[src/rtl/matrix_pkg.sv]
// Shared types and helpers for the sequential matrix multiplier.
// Optional build macro MM_SAT_EN (saturating stores) is handled in mac_unit.
package matrix_pkg;

    typedef enum logic [1:0] {
        S_IDLE = 2'd0,
        S_MAC  = 2'd1,
        S_DONE = 2'd2
    } state_t;

    function automatic int acc_width(input int dim, input int dw);
        return 2 * dw + $clog2(dim);
    endfunction

    function automatic int elem_lsb(input int r, input int c,
                                    input int dim, input int dw);
        return (r * dim + c) * dw;
    endfunction

endpackage

[src/rtl/matrix_mult_seq_mac_unit.sv]
// Time-shared multiply-accumulate with DW-wide element output.
// Build macro MM_SAT_EN: overflowing elements saturate instead of wrapping.
module mac_unit
    import matrix_pkg::*;
#(
    parameter int DW    = 16,
    parameter int ACC_W = 34
) (
    input  logic          clk,
    input  logic          reset,
    input  logic          clr,
    input  logic          en,
    input  logic          last,
    input  logic [DW-1:0] a,
    input  logic [DW-1:0] b,
    output logic [DW-1:0] elem,
    output logic          elem_ovf
);

    logic [ACC_W-1:0]  acc_q;
    logic [ACC_W-1:0]  acc_d;
    logic [2*DW-1:0]   prod;
    logic [ACC_W-1:0]  sum;

    // Product, running sum and the element value that would be stored now
    always_comb begin
        prod     = {{DW{1'b0}}, a} * {{DW{1'b0}}, b};
        sum      = acc_q + {{(ACC_W - 2 * DW){1'b0}}, prod};
        elem_ovf = |sum[ACC_W-1:DW];
`ifdef MM_SAT_EN
        elem     = elem_ovf ? {DW{1'b1}} : sum[DW-1:0];
`else
        elem     = sum[DW-1:0];
`endif
        acc_d    = acc_q;
        if (clr) begin
            acc_d = '0;
        end else if (en) begin
            acc_d = last ? '0 : sum;
        end
    end

    // Accumulator register; restarts at zero after each finished element
    always_ff @(posedge clk) begin
        if (!reset) begin
            acc_q <= '0;
        end else begin
            acc_q <= acc_d;
        end
    end

endmodule

[src/rtl/matrix_mult_seq.sv]
// Sequential R = A x B (or A x B^T) using one shared MAC, DIM^3 cycles.
// Build macro MM_SAT_EN selects saturating instead of wrapping stores.
module matrix_mult_seq
    import matrix_pkg::*;
#(
    parameter int DIM = 4,
    parameter int DW  = 16
) (
    input  logic                  clk,
    input  logic                  reset,
    input  logic                  start,
    input  logic                  transpose_b,
    input  logic [DIM*DIM*DW-1:0] m1,
    input  logic [DIM*DIM*DW-1:0] m2,
    output logic [DIM*DIM*DW-1:0] m_out,
    output logic                  busy,
    output logic                  done,
    output logic                  ovf
);

    localparam int ACC_W = acc_width(DIM, DW);
    localparam int KW    = $clog2(DIM);
    localparam int MW    = DIM * DIM * DW;
    localparam int IW    = $clog2(MW);
    localparam logic [KW-1:0] LAST = KW'(DIM - 1);

    state_t          state_q, state_d;
    logic [KW-1:0]   i_q, i_d;
    logic [KW-1:0]   j_q, j_d;
    logic [KW-1:0]   k_q, k_d;
    logic [MW-1:0]   a_q, a_d;
    logic [MW-1:0]   b_q, b_d;
    logic            tb_q, tb_d;
    logic [MW-1:0]   m_out_q, m_out_d;
    logic            ovf_q, ovf_d;

    logic [IW-1:0]   a_idx;
    logic [IW-1:0]   b_idx;
    logic [IW-1:0]   w_idx;
    logic [DW-1:0]   a_el;
    logic [DW-1:0]   b_el;
    logic            k_last;
    logic            mac_clr;
    logic            mac_en;
    logic [DW-1:0]   elem;
    logic            elem_ovf;

    // Operand element selection for the current i/j/k position
    always_comb begin
        k_last = (k_q == LAST);
        a_idx  = IW'(elem_lsb(int'(i_q), int'(k_q), DIM, DW));
        w_idx  = IW'(elem_lsb(int'(i_q), int'(j_q), DIM, DW));
        if (tb_q) begin
            b_idx = IW'(elem_lsb(int'(j_q), int'(k_q), DIM, DW));
        end else begin
            b_idx = IW'(elem_lsb(int'(k_q), int'(j_q), DIM, DW));
        end
        a_el = a_q[a_idx +: DW];
        b_el = b_q[b_idx +: DW];
    end

    mac_unit #(
        .DW    (DW),
        .ACC_W (ACC_W)
    ) u_mac (
        .clk      (clk),
        .reset    (reset),
        .clr      (mac_clr),
        .en       (mac_en),
        .last     (k_last),
        .a        (a_el),
        .b        (b_el),
        .elem     (elem),
        .elem_ovf (elem_ovf)
    );

    // FSM next state, k-innermost loop counters and result writeback
    always_comb begin
        state_d = state_q;
        i_d     = i_q;
        j_d     = j_q;
        k_d     = k_q;
        a_d     = a_q;
        b_d     = b_q;
        tb_d    = tb_q;
        m_out_d = m_out_q;
        ovf_d   = ovf_q;
        mac_clr = 1'b0;
        mac_en  = 1'b0;
        unique case (state_q)
            S_IDLE: begin
                if (start) begin
                    a_d     = m1;
                    b_d     = m2;
                    tb_d    = transpose_b;
                    ovf_d   = 1'b0;
                    i_d     = '0;
                    j_d     = '0;
                    k_d     = '0;
                    mac_clr = 1'b1;
                    state_d = S_MAC;
                end
            end
            S_MAC: begin
                mac_en = 1'b1;
                if (!k_last) begin
                    k_d = k_q + 1'b1;
                end else begin
                    k_d = '0;
                    m_out_d[w_idx +: DW] = elem;
                    ovf_d = ovf_q | elem_ovf;
                    if (j_q != LAST) begin
                        j_d = j_q + 1'b1;
                    end else begin
                        j_d = '0;
                        if (i_q != LAST) begin
                            i_d = i_q + 1'b1;
                        end else begin
                            i_d     = '0;
                            state_d = S_DONE;
                        end
                    end
                end
            end
            S_DONE: begin
                state_d = S_IDLE;
            end
            default: begin
                state_d = S_IDLE;
            end
        endcase
    end

    // State, counter, operand and result registers
    always_ff @(posedge clk) begin
        if (!reset) begin
            state_q <= S_IDLE;
            i_q     <= '0;
            j_q     <= '0;
            k_q     <= '0;
            a_q     <= '0;
            b_q     <= '0;
            tb_q    <= 1'b0;
            m_out_q <= '0;
            ovf_q   <= 1'b0;
        end else begin
            state_q <= state_d;
            i_q     <= i_d;
            j_q     <= j_d;
            k_q     <= k_d;
            a_q     <= a_d;
            b_q     <= b_d;
            tb_q    <= tb_d;
            m_out_q <= m_out_d;
            ovf_q   <= ovf_d;
        end
    end

    assign m_out = m_out_q;
    assign busy  = (state_q != S_IDLE);
    assign done  = (state_q == S_DONE);
    assign ovf   = ovf_q;

endmodule

[config.mk]
export PLATFORM = sky130hd
export DESIGN_NAME = matrix_mult_seq
export DESIGN_NICKNAME = d
export VERILOG_FILES = /design/src/rtl/matrix_pkg.sv /design/src/rtl/matrix_mult_seq_mac_unit.sv /design/src/rtl/matrix_mult_seq.sv
export SDC_FILE = /design/constraint.sdc
export NUM_CORES = 2
export LEC_CHECK = 0
export ABC_CLOCK_PERIOD_IN_PS = 18800
export CORE_MARGIN = 3
export CORE_UTILIZATION = 50
export CTS_CLUSTER_DIAMETER = 120
export CTS_CLUSTER_SIZE = 14
export DETAILED_ROUTE_END_ITERATION = 16
export MAX_ROUTING_LAYER = met4
export PLACE_DENSITY = 0.76
export SLEW_MARGIN = 20
export SYNTH_ARGS = -nofsm -noshare
export SYNTH_HDL_FRONTEND = slang
export SYNTH_SLANG_ARGS = --single-unit
export TNS_END_PERCENT = 5
[constraint.sdc]
create_clock -name clk -period 18.8 [get_ports clk]
set_input_delay 2.82 -clock clk [delete_from_list [all_inputs] [get_ports clk]]
set_output_delay 2.82 -clock clk [all_outputs]
set_load 0.05 [all_outputs]
; ---- Word level (Yosys, flattened, before mapping)
; Cells that the tools add are included.
[totals]
regBits = 812
inputBits = 516
out_inout_bits = 259
wordCells = 70
[op_classes]
addsub = 9
n_mul = 1
eq_ne = 9
n_shift = 4
n_mux = 24
bitwise_logic = 2
reduce_logical = 11
[ops]
columns = cell, count
row1 = $shiftx 256x9->16, 2
row2 = $bwmux 256, 1
row3 = $shift 16x10->256 const A, 1
row4 = $shiftx 16x10->256, 1
row5 = $add 34x32->34, 1
row6 = $mux 34, 1
row7 = $mul 16x16->32, 1
row8 = $mux 2, 11
row9 = $reduce_or 18->1, 1
row10 = $add 4x2->4, 4
row11 = $pmux 2 s2, 4
row12 = $ne 2x2->1 const B, 5
row13 = $neg 8->10, 1
row14 = $mux 8, 1
row15 = $reduce_and 4->1, 2
row16 = $add 2x1->2 const B, 3
row17 = $reduce_and 2->1, 3
row18 = $mux 1, 5
row19 = $eq 2x2->1 const B, 2
row20 = $reduce_bool 2->1, 2
row21 = $reduce_and 3->1, 1
row22 = $eq 2x1->1 const B, 1
row23 = $logic_not 2->1, 1
row24 = $ne 2x1->1 const B, 1
row25 = 4 further kinds, 4

; ---- Longest topological paths before layout
[depth]
ltp_word = 9
depth_mapped = 35
ltp_nobuf = 29

; ---- Modules after synthesis
; A second synthesis with hierarchy kept.
[unflattened]
cells_unflattened = 4924
area_unflattened_um2 = 44820.5
[by_module_without_submodules]
columns = mod, instances, cells_each, area_per_inst_um2, seq_area_each_um2
row1 = matrix_mult_seq, 1, 3626, 33758.6, 15574.9
row2 = mac_unit, 1, 1298, 11061.9, 680.7

; ---- Worst setup path before layout
; OpenSTA, ideal clock, no wires.
[synth_path]
kind = register -> register
start = register k_q[0]
end = register ovf_q, in the netlist ovf
setup_time_ns = 0.129
t_arrival_ns = 7.552
required_time_ns = 18.671
path_slack_ns = 11.119
stages_incl_launch_ff = 29
n_path_buf = 5
synth_period_minus_slack_ns = 7.681
cell_sequence = dfxtp_1 > clkbuf_1 > buf_2 > buf_2 > mux4_2 > mux4_2 > clkbuf_1 > nand2_1 > fa_1 > fa_1 > fa_1 > inv_1 > fa_1 > fa_1 > inv_1 > fa_1 > inv_1 > ha_1 > clkbuf_1 > a21oi_1 > o211ai_1 > a41o_1 > and3_1 > a221oi_4 > o21ai_1 > o21ai_0 > a22oi_1 > a311oi_1 > a211oi_2
[synth_via]
elab_chain_cells = 9
elab_cells_between_ends = 15
cone_classes = 4 x add/sub / 1 x mul / 2 x eq/ne / 2 x shift / 3 x mux / 1 x bitwise / 2 x reduce/logical
[synth_rtl]
columns = item, line
row1 = from (decl), matrix_mult_seq.sv:30  ; logic [KW-1:0] k_q, k_d;
row2 = from (signal assigned), matrix_mult_seq.sv:150  ; k_q <= k_d;
row3 = $add 4x2->4, matrix_pkg.sv:17  ; return (r * dim + c) * dw;
row4 = $mux 8, matrix_mult_seq.sv:53  ; if (tb_q) begin
row5 = $shiftx 256x9->16, matrix_mult_seq.sv:59  ; b_el = b_q[b_idx +: DW];
row6 = $mul 16x16->32, matrix_mult_seq_mac_unit.sv:27  ; prod = {{DW{1'b0}}, a} * {{DW{1'b0}}, b};
row7 = $add 34x32->34, matrix_mult_seq_mac_unit.sv:28  ; sum = acc_q + {{(ACC_W - 2 * DW){1'b0}}, prod};
row8 = $reduce_or 18->1, matrix_mult_seq_mac_unit.sv:29  ; elem_ovf = |sum[ACC_W-1:DW];
row9 = $or 1x1->1, matrix_mult_seq.sv:111  ; ovf_d = ovf_q | elem_ovf;
row10 = $mux 1, matrix_mult_seq.sv:106  ; if (!k_last) begin
row11 = $pmux 1 s2, matrix_mult_seq.sv:90  ; unique case (state_q)
row12 = to (signal assigned), matrix_mult_seq.sv:155  ; ovf_q <= ovf_d;
row13 = to (decl), matrix_mult_seq.sv:35  ; logic ovf_q, ovf_d;
; Parallel ways exist; a longest one is shown, timed or not. The select of a mux whose other input is x is not followed.
; A chain may end at the register's enable or synchronous reset.

; ---- Worst setup path in the final report
[layout_path]
start = register tb_q
end = register ovf_q, in the netlist ovf
[layout_via]
elab_chain_cells = 8
[layout_rtl]
columns = item, line
row1 = from (decl), matrix_mult_seq.sv:33  ; logic tb_q, tb_d;
row2 = from (signal assigned), matrix_mult_seq.sv:153  ; tb_q <= tb_d;
row3 = $mux 8, matrix_mult_seq.sv:53
row4 = $shiftx 256x9->16, matrix_mult_seq.sv:59
row5 = $mul 16x16->32, matrix_mult_seq_mac_unit.sv:27
row6 = $add 34x32->34, matrix_mult_seq_mac_unit.sv:28
row7 = $reduce_or 18->1, matrix_mult_seq_mac_unit.sv:29
row8 = $or 1x1->1, matrix_mult_seq.sv:111
row9 = $mux 1, matrix_mult_seq.sv:106
row10 = $pmux 1 s2, matrix_mult_seq.sv:90
; Every way passes these cells. The select of a mux whose other input is x is not followed.

==> impl_metrics.csv <==
group,metric,value,unit
synthesis,synth-seq-cells,812,
worst_setup_path,r2r_start,"tb_q",
worst_setup_path,crit_required,19.29,ns
synthesis,syn_inst,5030,
job,drv_cap,0,
cells_and_area,areaGrowthSynthToFinish,23.2,%
worst_setup_path,crit_fanout,39,
hold_path,hold_start,"m_out[206]",
routing,dr.pass1.iters,6,
synthesis,synth-edff-count,0,
sta,relSlewSlack,0.197,
synthesis,syn-num-nets,5886,
routing,maxUsedRoutingLayer,"met4",
pwr,p_clk_frac,0.346,
pwr,power.density,72.4,nW/um^2
global_routing,grt_max_degree,130,
sta,min_period_over_period,0.522,
cells_and_area,multi_input_area,24800,sq um
sta,finalHoldViolCount,0,
routing,vias,37200,
cells_and_area,fill_cells,7360,
synthesis,synth_xor_area_frac,0.00639,
synthesis,synth_compound_area_frac,0.154,
sta,setup_tns,0,ns
die,start_util,0.509,
routing,met1_length,61300,microns
worst_setup_path,endpoint_kind,"register",
synthesis,synth_simple_gate_area_frac,0.190,
die,rows,107,
synthesis,syn_area,43800,sq um
synthesis,yosysSeqAreaShare,0.371,
cts,clock_latency,0.65,ns
routing,drc_errors,0,
global_routing,antenna_found_initial,31,
routing,ant_nets,0,
pwr,switching_share,0.290,
cts,post_cts_buffers,0,
cts,cts_tree,"built",
sta,setup_ws,8.98,ns
cts,clk_path_buf_depth,3,
pwr,p_int,0.00278,W
sta,timing.final.max_slew_violations,0,
sta,setup_viol,0,
hold_path,hold_path_class,"reg2reg",
global_routing,grt.total_usage,0.327,
worst_setup_path,crit_path_start,"tb_q",
synthesis,synthMuxAreaShare,0.0787,
worst_setup_path,crit_path_start_kind,"register",
worst_setup_path,worstPathArrival,10.31,ns
routing,drt_iter0_drc,3622,
global_routing,grt.overflow.total,0,
cells_and_area,postLayoutCoreUtil,0.627,
routing,drt-total-wl,149000,microns
worst_setup_path,critical_path_class,"reg2reg",
sta,finClkSkew,0.0439,ns
die,ios,775,
cts,cts_max_level,3,
sta,rsz0062_at_grt,"false",
cts,cts.sinks,812,
sta,fmax,0.102,GHz
cells_and_area,layout.nets,6423,
pwr,power.share.combinational,0.186,
sta,tightest_slew,1.20,ns
pwr,leakagePower,21.3,nW
routing,routedWlPerCell,22.1,microns
routing,dr_wl_met3,11000,microns
placement,port_buffers,774,
pwr,p_sw,0.00113,W
synthesis,postSynthAreaPerCell,8.71,sq um
placement,dp_slack,8.94,ns
die,coreArea,86100,sq um
global_routing,grt_pass1_wl,220000,microns
synthesis,ys_warn_count,0,
synthesis,synth_top_family_by_area,"simple AND/OR/NAND/NOR gates",
placement,post-dp-hpwl,112000,microns
cts,cts_buffers,68,
routing,routed_via_density,5.51,
die,die_w,302,microns
status,status,"finished, final reports clean",
synthesis,synth_fa_ha_area_frac,0.136,
cts,cts_resized,0,
placement,routabilityCongestion,0.926,
pwr,power_frac_seq,0.469,
cts,clkTransAtPathRegs,0.08,ns
synthesis,synth.distinct_cells,71,
cells_and_area,drive_gt1_frac,0.0574,
cts,clk_root_buffer_cell,"clkbuf_16",
pwr,vdd_drop_max,0.0683,mV
die,die_h,302,microns
global_routing,grt_pass1_vias,35700,
die,die_area,91200,sq um
cts,holdBufCountCts,0,
routing,wl_met2,69300,microns
synthesis,synthArstFlopShare,0,
sta,period_needed,9.82,ns
cells_and_area,regArea,16300,sq um
synthesis,ys.flop_type,"dfxtp_1",
-- per-layer routing --
metal | global-route usage | vias up
li1 | - | 17300
met1 | 0.426 | 18000
met2 | 0.506 | 1563
met3 | 0.0531 | 348
met4 | 0.144 | 0
met5 | - | -
-- registers in the layout (all words and copies together), names as in the netlist --
signal       cells
a_q            256
b_q            256
m_out          256
u_mac.acc_q     34
i_q              2
j_q              2
k_q              2
state_q          2
ovf              1
tb_q             1
-- synth_stat cells, drive strengths merged, types with 2 or more instances --
cell type	count	area (sq um)
a211oi	15	118
a21boi	635	4770
a21o	13	97.6
a21oi	53	273
a221oi	3	56.3
a22oi	21	158
a31oi	10	62.6
a32oi	3	26.3
and2	161	1010
and3	11	68.8
and4	3	27.5
buf	64	362
clkbuf	296	1130
dfxtp	812	16300
fa	226	4520
ha	114	1430
inv	351	1320
mux2	6	67.6
mux2i	21	226
mux4	140	3150
nand2	1597	6000
nand2b	18	113
nand3	24	120
nand4	3	25.0
nor2	126	478
nor2b	50	313
nor3	23	115
nor4	2	12.5
o211a	26	268
o211ai	2	15.0
o21a	6	45.0
o21ai	135	691
o21bai	7	52.6
o22ai	3	18.8
or2	5	31.3
xnor2	19	166
xor2	13	114
-- power groups by stage --
stage / sequential (W) / combinational (W) / clock (W)
after detailed placement: 0.00187 / 0.000717 / 0
final: 0.00183 / 0.000727 / 0.00135
after CTS: 0.00183 / 0.000719 / 0.00136
after global placement: 0.00187 / 0.000706 / 0
after floorplan: 0.00185 / 0.000423 / 0
after global routing: 0.00184 / 0.000789 / 0.00142
-- final cells by class --
class	instances	share of cell area
Multi-Input combinational cell	3507	0.460
Sequential cell	812	0.301
Timing Repair Buffer	827	0.151
Clock buffer	72	0.0322
Tap cell	1144	0.0265
Inverter	351	0.0244
Clock inverter	8	0.00352
Antenna cell	28	0.00130
-- cells in the final DEF (no fill, tap or decap), types with 7 or more instances in the layout --
master | Yosys | layout
nand2_1 | 1595 | 1594
dfxtp_1 | 812 | 810
clkdlybuf4s50_1 | 0 | 773
a21boi_0 | 618 | 618
inv_1 | 345 | 345
fa_1 | 226 | 226
and2_1 | 161 | 160
mux4_2 | 140 | 140
nor2_1 | 124 | 122
o21ai_0 | 120 | 119
ha_1 | 114 | 114
clkbuf_16 | 0 | 69
buf_4 | 4 | 52
nor2b_1 | 50 | 50
a21oi_1 | 51 | 48
diode_2 | 0 | 28
o211a_1 | 25 | 25
nand3_1 | 24 | 24
nor3_1 | 23 | 23
a22oi_1 | 21 | 21
xnor2_1 | 19 | 18
mux2i_1 | 19 | 17
nand2b_1 | 18 | 17
a21boi_1 | 17 | 17
a211oi_1 | 14 | 14
o21ai_1 | 13 | 14
a21o_1 | 13 | 13
xor2_1 | 13 | 13
and3_1 | 11 | 11
a31oi_1 | 10 | 10
o21bai_1 | 7 | 7
-- stage by stage --
stage	power (W)	hold slack [ns]	std cells	cell area [sq um]
after global routing	0.00405	0.471	6749	54000
final	0.00391	0.452	6749	54000
after detailed placement	0.00259	0.445	6640	52000
after floorplan	0.00227	0.432	5030	43800
after CTS	0.00391	0.454	6720	53900
after global placement	0.00257	0.440	6640	52000
-- kinds of logic (layout without fill, tap and decap cells) --
| kind of cell | count (synthesis) | count (layout) |
|---|---|---|
| AOI/OAI and AO/OA | 941 | 941 |
| xor gates and xnor gates | 32 | 32 |
| adders and majority gates | 340 | 340 |
| buffers and inverters | 711 | 1258 |
| DFF | 812 | 812 |
| muxes | 167 | 167 |
| other | 0 | 28 |
| and+or+nand+nor | 2027 | 2027 |
-- critical path: stages (launching register included) --
cell      delay, ns
dfxtp_1        0.62
mux2i_4        0.29
buf_4          0.65
buf_4          0.57
mux4_2         0.57
mux2_2         0.28
o21ai_1        0.84
nor2_1         0.18
fa_1           0.57
inv_1          0.05
fa_1           0.49
fa_1           0.52
fa_1           0.55
inv_1          0.05
fa_1           0.47
inv_1          0.05
fa_1           0.47
inv_1          0.04
ha_1           0.36
a21oi_1        0.16
o221ai_1       0.17
a32oi_1        0.32
a41oi_2        0.20
xor2_1         0.20
or3_1          0.36
nor4_1         0.27
and4_1         0.25
a211oi_2       0.06
-- final timing paths --
kind	to	slack (ns)	depth (start not counted)
worst max-delay path	ovf	8.98	27
worst min-delay path	m_out[206]	0.45	2
worst max register to register	ovf	8.98	27
worst min register to register	m_out[206]	0.45	2
(Power assumes the default switching activity.)
